==> src/rtl/regfile_scoreboard_pkg.sv <==
// Shared constants and types for the integer register file and RAW scoreboard.
package regfile_scoreboard_pkg;
    localparam int XLEN     = 64;
    localparam int NUM_REGS = 32;
    localparam int REG_A0   = 10;
    localparam int REG_SP   = 2;

    typedef logic [4:0] regidx_t;
endpackage

==> src/rtl/regfile_scoreboard_pend_counter.sv <==
// Saturating up/down counter of in-flight writers for one architectural register.
module pend_counter #(
    parameter int W = 3
) (
    input  logic         clk,
    input  logic         reset,
    input  logic         clr,
    input  logic         inc,
    input  logic         dec,
    output logic [W-1:0] count
);
    logic [W-1:0] r_count;

    // Simultaneous inc and dec cancel; clear beats both.
    always_ff @(posedge clk) begin
        if (reset || clr) begin
            r_count <= '0;
        end else if (inc && !dec && (r_count != '1)) begin
            r_count <= r_count + W'(1);
        end else if (dec && !inc && (r_count != '0)) begin
            r_count <= r_count - W'(1);
        end
    end

    assign count = r_count;
endmodule

==> src/rtl/regfile_scoreboard.sv <==
// Integer register file with same-cycle WB bypass and a per-register RAW scoreboard.
module regfile_scoreboard
    import regfile_scoreboard_pkg::*;
#(
    parameter int              XLEN    = regfile_scoreboard_pkg::XLEN,
    parameter int              PEND_W  = 3,
    parameter logic [XLEN-1:0] SP_INIT = '0
) (
    input  logic            clk,
    input  logic            reset,
    input  logic [4:0]      rs1_addr,
    input  logic [4:0]      rs2_addr,
    input  logic            rs1_used,
    input  logic            rs2_used,
    output logic [XLEN-1:0] rs1_data,
    output logic [XLEN-1:0] rs2_data,
    input  logic            issue_valid,
    input  logic            issue_en_rd,
    input  logic [4:0]      issue_rd,
    output logic            src_stall,
    input  logic            wb_en,
    input  logic [4:0]      wb_rd,
    input  logic [XLEN-1:0] wb_data,
    input  logic            flush,
    output logic [XLEN-1:0] a0,
    output logic [XLEN-1:0] a1,
    output logic [XLEN-1:0] a2,
    output logic [XLEN-1:0] a3,
    output logic [XLEN-1:0] a4,
    output logic [XLEN-1:0] a5,
    output logic [XLEN-1:0] a6,
    output logic [XLEN-1:0] a7
);
    logic [XLEN-1:0]   r_regs [NUM_REGS];
    logic [PEND_W-1:0] w_pend [NUM_REGS];

    regidx_t w_rs1;
    regidx_t w_rs2;
    regidx_t w_rd;
    regidx_t w_wbrd;
    logic    w_wb_wr;
    logic    w_byp1;
    logic    w_byp2;
    logic    w_haz1;
    logic    w_haz2;
    logic    w_full;
    logic    w_issue_fire;

    assign w_rs1   = rs1_addr;
    assign w_rs2   = rs2_addr;
    assign w_rd    = issue_rd;
    assign w_wbrd  = wb_rd;
    assign w_wb_wr = wb_en && (w_wbrd != '0);

    // x0 is never written, so r_regs[0] stays at its reset value of zero.
    always_ff @(posedge clk) begin
        if (reset) begin
            for (int i = 0; i < NUM_REGS; i++) begin
                r_regs[i] <= (i == REG_SP) ? SP_INIT : '0;
            end
        end else if (w_wb_wr) begin
            r_regs[w_wbrd] <= wb_data;
        end
    end

    assign w_byp1 = wb_en && (w_wbrd == w_rs1);
    assign w_byp2 = wb_en && (w_wbrd == w_rs2);

    assign rs1_data = (w_rs1 == '0) ? '0 : (w_byp1 ? wb_data : r_regs[w_rs1]);
    assign rs2_data = (w_rs2 == '0) ? '0 : (w_byp2 ? wb_data : r_regs[w_rs2]);

    // A single outstanding writer retiring now is covered by the bypass.
    assign w_haz1 = rs1_used && (w_rs1 != '0) &&
                    (w_pend[w_rs1] > (w_byp1 ? PEND_W'(1) : PEND_W'(0)));
    assign w_haz2 = rs2_used && (w_rs2 != '0) &&
                    (w_pend[w_rs2] > (w_byp2 ? PEND_W'(1) : PEND_W'(0)));

    assign w_full = issue_valid && issue_en_rd && (w_rd != '0) &&
                    (&w_pend[w_rd]) && !(wb_en && (w_wbrd == w_rd));

    assign src_stall    = !reset && issue_valid && (w_haz1 || w_haz2 || w_full);
    assign w_issue_fire = issue_valid && !src_stall && issue_en_rd && (w_rd != '0);

    genvar gi;
    generate
        for (gi = 0; gi < NUM_REGS; gi++) begin : g_pend
            if (gi == 0) begin : g_zero
                assign w_pend[gi] = '0;
            end else begin : g_cnt
                pend_counter #(
                    .W(PEND_W)
                ) u_pend (
                    .clk  (clk),
                    .reset(reset),
                    .clr  (flush),
                    .inc  (w_issue_fire && (w_rd == regidx_t'(gi))),
                    .dec  (w_wb_wr && (w_wbrd == regidx_t'(gi))),
                    .count(w_pend[gi])
                );
            end
        end
    endgenerate

    assign a0 = r_regs[REG_A0 + 0];
    assign a1 = r_regs[REG_A0 + 1];
    assign a2 = r_regs[REG_A0 + 2];
    assign a3 = r_regs[REG_A0 + 3];
    assign a4 = r_regs[REG_A0 + 4];
    assign a5 = r_regs[REG_A0 + 5];
    assign a6 = r_regs[REG_A0 + 6];
    assign a7 = r_regs[REG_A0 + 7];
endmodule

==> config.mk <==
export PLATFORM = sky130hd
export DESIGN_NAME = regfile_scoreboard
export DESIGN_NICKNAME = d
export VERILOG_FILES = /design/src/rtl/regfile_scoreboard_pkg.sv /design/src/rtl/regfile_scoreboard_pend_counter.sv /design/src/rtl/regfile_scoreboard.sv
export SDC_FILE = /design/constraint.sdc
export NUM_CORES = 2
export LEC_CHECK = 0
export ABC_AREA = 1
export CAP_MARGIN = 20
export CELL_PAD_IN_SITES_DETAIL_PLACEMENT = 0
export CELL_PAD_IN_SITES_GLOBAL_PLACEMENT = 2
export CORE_ASPECT_RATIO = 0.5
export CORE_MARGIN = 10
export CORE_UTILIZATION = 38
export CTS_BUF_LIST = sky130_fd_sc_hd__clkbuf_16
export CTS_CLUSTER_SIZE = 40
export DETAILED_ROUTE_END_ITERATION = 16
export MAX_ROUTING_LAYER = met4
export PLACE_DENSITY = 0.89
export SYNTH_ARGS = -nofsm -noshare
export SYNTH_HDL_FRONTEND = slang
export SYNTH_SLANG_ARGS = --single-unit
==> constraint.sdc <==
create_clock -name clk -period 4.3 [get_ports clk]
set_input_delay 0.645 -clock clk [delete_from_list [all_inputs] [get_ports clk]]
set_output_delay 0.645 -clock clk [all_outputs]
set_load 0.02 [all_outputs]
Yosys cells after proc, flatten, opt, wreduce, memory -nomap -nowiden
Memory sizes are Yosys's and may differ from the RTL's. Cells that the tools add are included.

Register bits after elaboration: 93. Memory bits (writable): 2048. Input bits: 92. Output and inout bits: 641. Memories kept: 1.

Add/subtract/negate cells: 62. Magnitude comparators: 5. Equal/unequal tests: 96. Muxes and demuxes: 85. Bitwise operators: 3. Reduce and logical (&&, ||, !) cells: 341.

Memory list: r_regs (depth 32, bits a word 64, rd ports 10, clocked after memory_dff 0, wr ports 32, line regfile_scoreboard.sv:34) `logic [XLEN-1:0] r_regs [NUM_REGS];`.

Operators with widths (number): two-way mux 64 bit (5); two-way mux 3 bit (68); logical AND 1 bit (203); equality test 5 bit (second input constant) (32); adder 3 x 1 -> 3 bit (second input constant) (31); != test 3 bit (second input constant) (31); nonzero test 3 bit (31); subtractor 3 x 1 -> 3 bit (second input constant) (31); equality test 5 x 4 -> 1 bit (second input constant) (16); zero test 1 bit (65); OR reduction 64 bit (1); nonzero test 2 bit (31); binary-select mux 3 bit (select 5 bit) (3); equality test 5 x 3 -> 1 bit (second input constant) (8); equality test 5 x 2 -> 1 bit (second input constant) (4); nonzero test 5 bit (4); greater-or-equal comparator 6 bit (second input constant) (3); NOT 5 -> 6 bit (3); equality test 5 bit (3); equality test 5 x 1 -> 1 bit (second input constant) (2); zero test 5 bit (2); two-way mux 1 bit (8); > comparator 3 x 1 -> 1 bit (2); two-way mux 5 bit (1); other kinds (2) (4).

Logic depth before layout (Yosys ltp)
Word-level depth: 19. Gate-level depth with buffers: 25. Gate-level depth less buffers: 22.

Hierarchy
From an unflattened synthesis, not the netlist that was laid out.

Cell total of the unflattened synthesis: 13446. Area total of the unflattened synthesis: 116927.1 um2.

Modules (own cells, without submodules): regfile_scoreboard (times used 1, cells an instance 12485, area an instance 110798.8 um2); pend_counter (times used 31, cells an instance 31, area an instance 197.7 um2).

Worst setup path before layout
OpenSTA, ideal clock, no wires.

Path kind: input-to-reg. Start point: input rs1_addr[0]. End point: register g_pend[11].g_cnt.u_pend.r_count[1]. Setup time: 0.115 ns. Arrival: 3.848 ns. Path slack: 0.337 ns. Stages on the path: 22. Cell sequence: inv_2 buf_2 buf_2 clkbuf_1 clkbuf_1 a21oi_1 o21ai_0 o2111ai_1 o211ai_1 nand3_1 o21ai_0 ha_1 or2_2 nand3_1 nand2_1 nand3_4 nand2_8 buf_12 nand4_4 fa_1 a21oi_1 nor2_1.

Longest elaborated chain between the ends: 18. Elaborated cells between the ends (all ways): 26. Classes of those cells: order compare (1); eq/ne (1); mux (5); bitwise (1); reduce/logical (18).

Ends and longest elaborated chain: from (decl) (line regfile_scoreboard.sv:11) `input logic [4:0] rs1_addr,`; NOT 5 -> 6 bit (not written as such) (line regfile_scoreboard.sv:74) `(w_pend[w_rs1] > (w_byp1 ? PEND_W'(1) : PEND_W'(0)));`; binary-select mux 3 bit (select 5 bit) (line regfile_scoreboard.sv:74); two-way mux 3 bit (not written as such) (2 in a row) (line regfile_scoreboard.sv:74); > comparator 3 x 1 -> 1 bit (line regfile_scoreboard.sv:74); logical AND 1 bit * (line regfile_scoreboard.sv:73) `assign w_haz1 = rs1_used && (w_rs1 != '0) &&`; logical OR 1 bit * (2 in a row) (line regfile_scoreboard.sv:81) `assign src_stall = !reset && issue_valid && (w_haz1 || w_haz2 || w_full);`; logical AND 1 bit * (line regfile_scoreboard.sv:81); zero test 1 bit * (line regfile_scoreboard.sv:82) `assign w_issue_fire = issue_valid && !src_stall && issue_en_rd && (w_rd != '0);`; logical AND 1 bit * (3 in a row) (line regfile_scoreboard.sv:82); logical AND 1 bit * (line regfile_scoreboard.sv:96) `.inc (w_issue_fire && (w_rd == regidx_t'(gi))),`; zero test 1 bit (line regfile_scoreboard_pend_counter.sv:20) `end else if (dec && !inc && (r_count != '0)) begin`; logical AND 1 bit (2 in a row) (line regfile_scoreboard_pend_counter.sv:20); nonzero test 2 bit (no source line); to (signal assigned) (line regfile_scoreboard_pend_counter.sv:19) `r_count <= r_count + W'(1);`; to (signal assigned) (line regfile_scoreboard_pend_counter.sv:21) `r_count <= r_count - W'(1);`; to (decl) (line regfile_scoreboard_pend_counter.sv:12) `logic [W-1:0] r_count;`.

Mark *: on every way between the ends. The rest lies on a longest branch, timed or not. The select of a mux whose other input is x is not followed. A chain may end at the register's enable or synchronous reset.

Final worst setup path
Start point: input rs2_addr[0]. End point: output rs2_data[19].

Longest elaborated chain between the ends: 4. Elaborated cells between the ends (all ways): 6. Classes of those cells: eq/ne (1); mux (2); reduce/logical (2); memory (1).

Ends and longest elaborated chain: from (decl) (line regfile_scoreboard.sv:12) `input logic [4:0] rs2_addr,`; parallel branches: the longest is 3 deep, another holds memory read (32 x 64 bit); two-way mux 64 bit * (line regfile_scoreboard.sv:70) `assign rs2_data = (w_rs2 == '0) ? '0 : (w_byp2 ? wb_data : r_regs[w_rs2]);`; to (decl) (line regfile_scoreboard.sv:16) `output logic [XLEN-1:0] rs2_data,`.

Mark *: on every way between the ends.

==> impl_results.md <==
* Worst Path Required at 3.65 ns
* Worst setup margin at -0.06420 ns
* # rows at 139
* Starting density of the core at 0.3832
* Peak supply drop at 303.7 uV
* Most frequent cells in the layout: nor2_1, edfxtp_1, o21ai_0
* FF/Latch Area at 63360 sq um
* Largest net degree at the start of global routing at 94
* Final Skew at 0.03096 ns
* Hold Path End: r_regs[0][63]
* GRT overflow at 0
* Via count at 112000
* Initial antenna violation count at 21
* Final setup vio count at 9
* # fillers at 26510
* First-pass GRT wire length at 817.9 mm
* Core area at 288000 sq um
* # clock sinks at 2141
* YS warnings at 0
* Worst slew pin tran at 1.055 ns
* Fin. Hold Viols at 0
* Total GRT Usage at 0.3696
* Critical Path AT at 3.72 ns
* Worst-path maximum fanout at 14
* Drt wl/cell at 35.27 microns
* DP Worst Slack at -0.8835 ns
* Initial DRC Count at 21340
* Start point of the worst hold path: reset
* Io pins at 733
* Reg2reg start: g_pend[9].g_cnt.u_pend.count[0]
* Share of cells above drive strength 1 at 0.1477
* Crit path from: rs2_addr[0]
* Die area at 313700 sq um
* WHS Path Cells at 1
* Vias in the first global route at 104000
* Outcome: finished, violations left
* Failing checks: setup timing
* FF-to-FF setup slack at 0.70 ns
* Remaining antenna violation count after routing at 0
* Post-synthesis cell area at 110400 sq um
* Number of cells after detailed placement at 16440
* CP endpoint kind: output port
* Max-slew violation count at 0
* Placer Congestion at 1.001
* R2r worst-path depth at 21
* DP HPWL at 403.1 mm
* Hold crit path type: in -> reg
* Root Buffer Master: clkbuf_16
* Critical Path Most Common Cell: buf_12
* Power Density at 377.0 nW/um^2
* Commonest non-fill, non-tap cell in the layout: nor2_1
* Crit start category: input port
* Syn Inst Count at 11670
* Vias per Instance at 6.643
* Port buffer count at 732
* DR pass1 iterations at 6
* Setup TNS at -0.2801 ns
* Ys flop type: edfxtp_1
* DRC violations left at 0
* WL final at 594.7 mm
* Cells along the critical path: buf_4 > buf_12 > buf_12 > nand2_8 > buf_16 > buf_8 > buf_12 > o22ai_1 > o21ai_0 > o211ai_1 > a31oi_1 > o31ai_1 > inv_1 > clkdlybuf4s50_1
* Unique masters post-synth at 55
* Post-synth EDFFs at 2048
* Sequential area share after synthesis at 0.5741
* Chip height at 401.1 microns
* H-tree depth at 4
* Max Clk Rate at 229.1 MHz
* Final min period at 4.364 ns
* Static leakage at 50.59 nW
* Headroom to the max-slew limit at 0.2957
* Crit Path Class: in -> out
* Crit-path slowest cell: o21ai_0
* Clk pin slew, worst setup/hold paths at 0.07 ns
* CP peak stage delay at 0.66 ns
* Async set-reset flop share out of synthesis at 0
* Post-layout nets at 12930
* Worst r2r dst: g_pend[26].g_cnt.u_pend.count[2]
* CTS tree: yes
* Syn-to-layout area delta at 26.27%
* DIE WIDTH at 782.1 microns
* Period utilization at 1.015
* Cts bufs inserted at 207
* Layout Cells excl Fill at 16860
* Maximum clock path buffer count at 4
* RSZ-0062 raised after global routing: true
* Multi-input gate area at 41930 sq um
* Count of state elements after synthesis at 2141
* Max_cap viols at 0
* Mapped Avg Cell Area at 9.454 sq um
* Clock Latency Late Sink at 0.87 ns
flip-flops by register name, summed over array words and instances (netlist names):
| register | cells |
|---|---|
| r_regs | 2048 |
| g_pend.g_cnt.u_pend.count | 93 |
critical path: cells and delay by family:
family	cells	cell delay, ns
buf+inv	8	1.65
compound gates	5	1.27
simple gates	1	0.12
cells in the mapped netlist (all sizes together), types with 2 or more instances:
master	n	area, sq um
a21oi	248	1241
o211ai	302	2267
nor2	3149	11850
ha	2	25.02
or2	91	569.3
o22ai	644	4029
o21ai	1368	6850
o2111ai	70	613.1
a22oi	132	991.0
xor2	4	35.03
dfxtp	93	1862
a31oi	90	563.0
clkinv	3	11.26
nand3	436	2245
o221ai	259	2268
a211oi	32	240.2
nand4	36	474.2
inv	388	1459
edfxtp	2048	61500
fa	31	620.6
a221o	2	20.02
o311ai	3	26.28
clkbuf	1004	3770
o31ai	23	172.7
nand2	625	2415
nor3	72	376.6
a221oi	326	2855
buf	180	914.6
a311oi	7	61.31
per-stage QoR:
step	power (mW)	cell area (sq um)	utilization	hold slack (ns)
after floorplan	28.83	110600	-	0.4953
after global placement	33.92	131800	0.4578	0.5417
after detailed placement	33.99	132000	0.4583	0.5393
after CTS	52.01	138900	0.4823	0.2393
after global routing	53.44	139300	0.4838	0.2617
final	52.54	139400	0.4839	0.2959
cells by family after synthesis:
logic type               Yosys count  share of synthesized area
AO/OA/AOI/OAI                   3510                     0.2015
XOR/XNOR                           4                  0.0003174
adder cells (fa/ha/maj)           33                   0.005850
buffers and inverters           1575                    0.05577
flip-flops                      2141                     0.5741
other                              1                 0.00003398
AND/OR/NAND/NOR                 4410                     0.1625
cell type report:
type	count	area share
inverters	391	0.01102
clock inverters	154	0.008484
clock buffers	208	0.03735
diodes	24	0.0004310
flip-flops and latches	2141	0.4547
repair buffers	2043	0.1524
multi-input cells	8022	0.3008
well taps	3877	0.03481
repair_timing:
action,in CTS,in global routing
pin swaps,12,8
hold buffers,0,0
setup endpoints to repair,98,67
gates cloned,4,0
gates resized for setup,117,66
buffers inserted,22,2
report_power, final:
group,switching (mW),internal [mW]
clock,8.73,9.77
sequential,0.896,24.0
combinational,6.08,3.10
worst max path at each step:
| stage | endpoint | slack, ns | cells past startpoint |
|---|---|---|---|
| floorplan | g_pend[11].g_cnt.u_pend.count[1] | 0.34 | 22 |
| global placement | rs2_data[21] | -0.96 | 16 |
| detailed placement | rs2_data[21] | -0.88 | 16 |
| CTS | rs2_data[15] | 0.0005 | 18 |
| global route | rs1_data[5] | -0.05 | 17 |
| finish | rs2_data[19] | -0.06 | 14 |
per-layer routing:
layer	global-route usage	vias to the layer above	part of all wire
li1	-	44890	-
met1	0.4674	54490	0.35
met2	0.5239	10530	0.42
met3	0.1002	2093	0.15
met4	0.2308	0	0.078
met5	-	-	0
No activity file was read; power rests on OpenSTA's default activity.
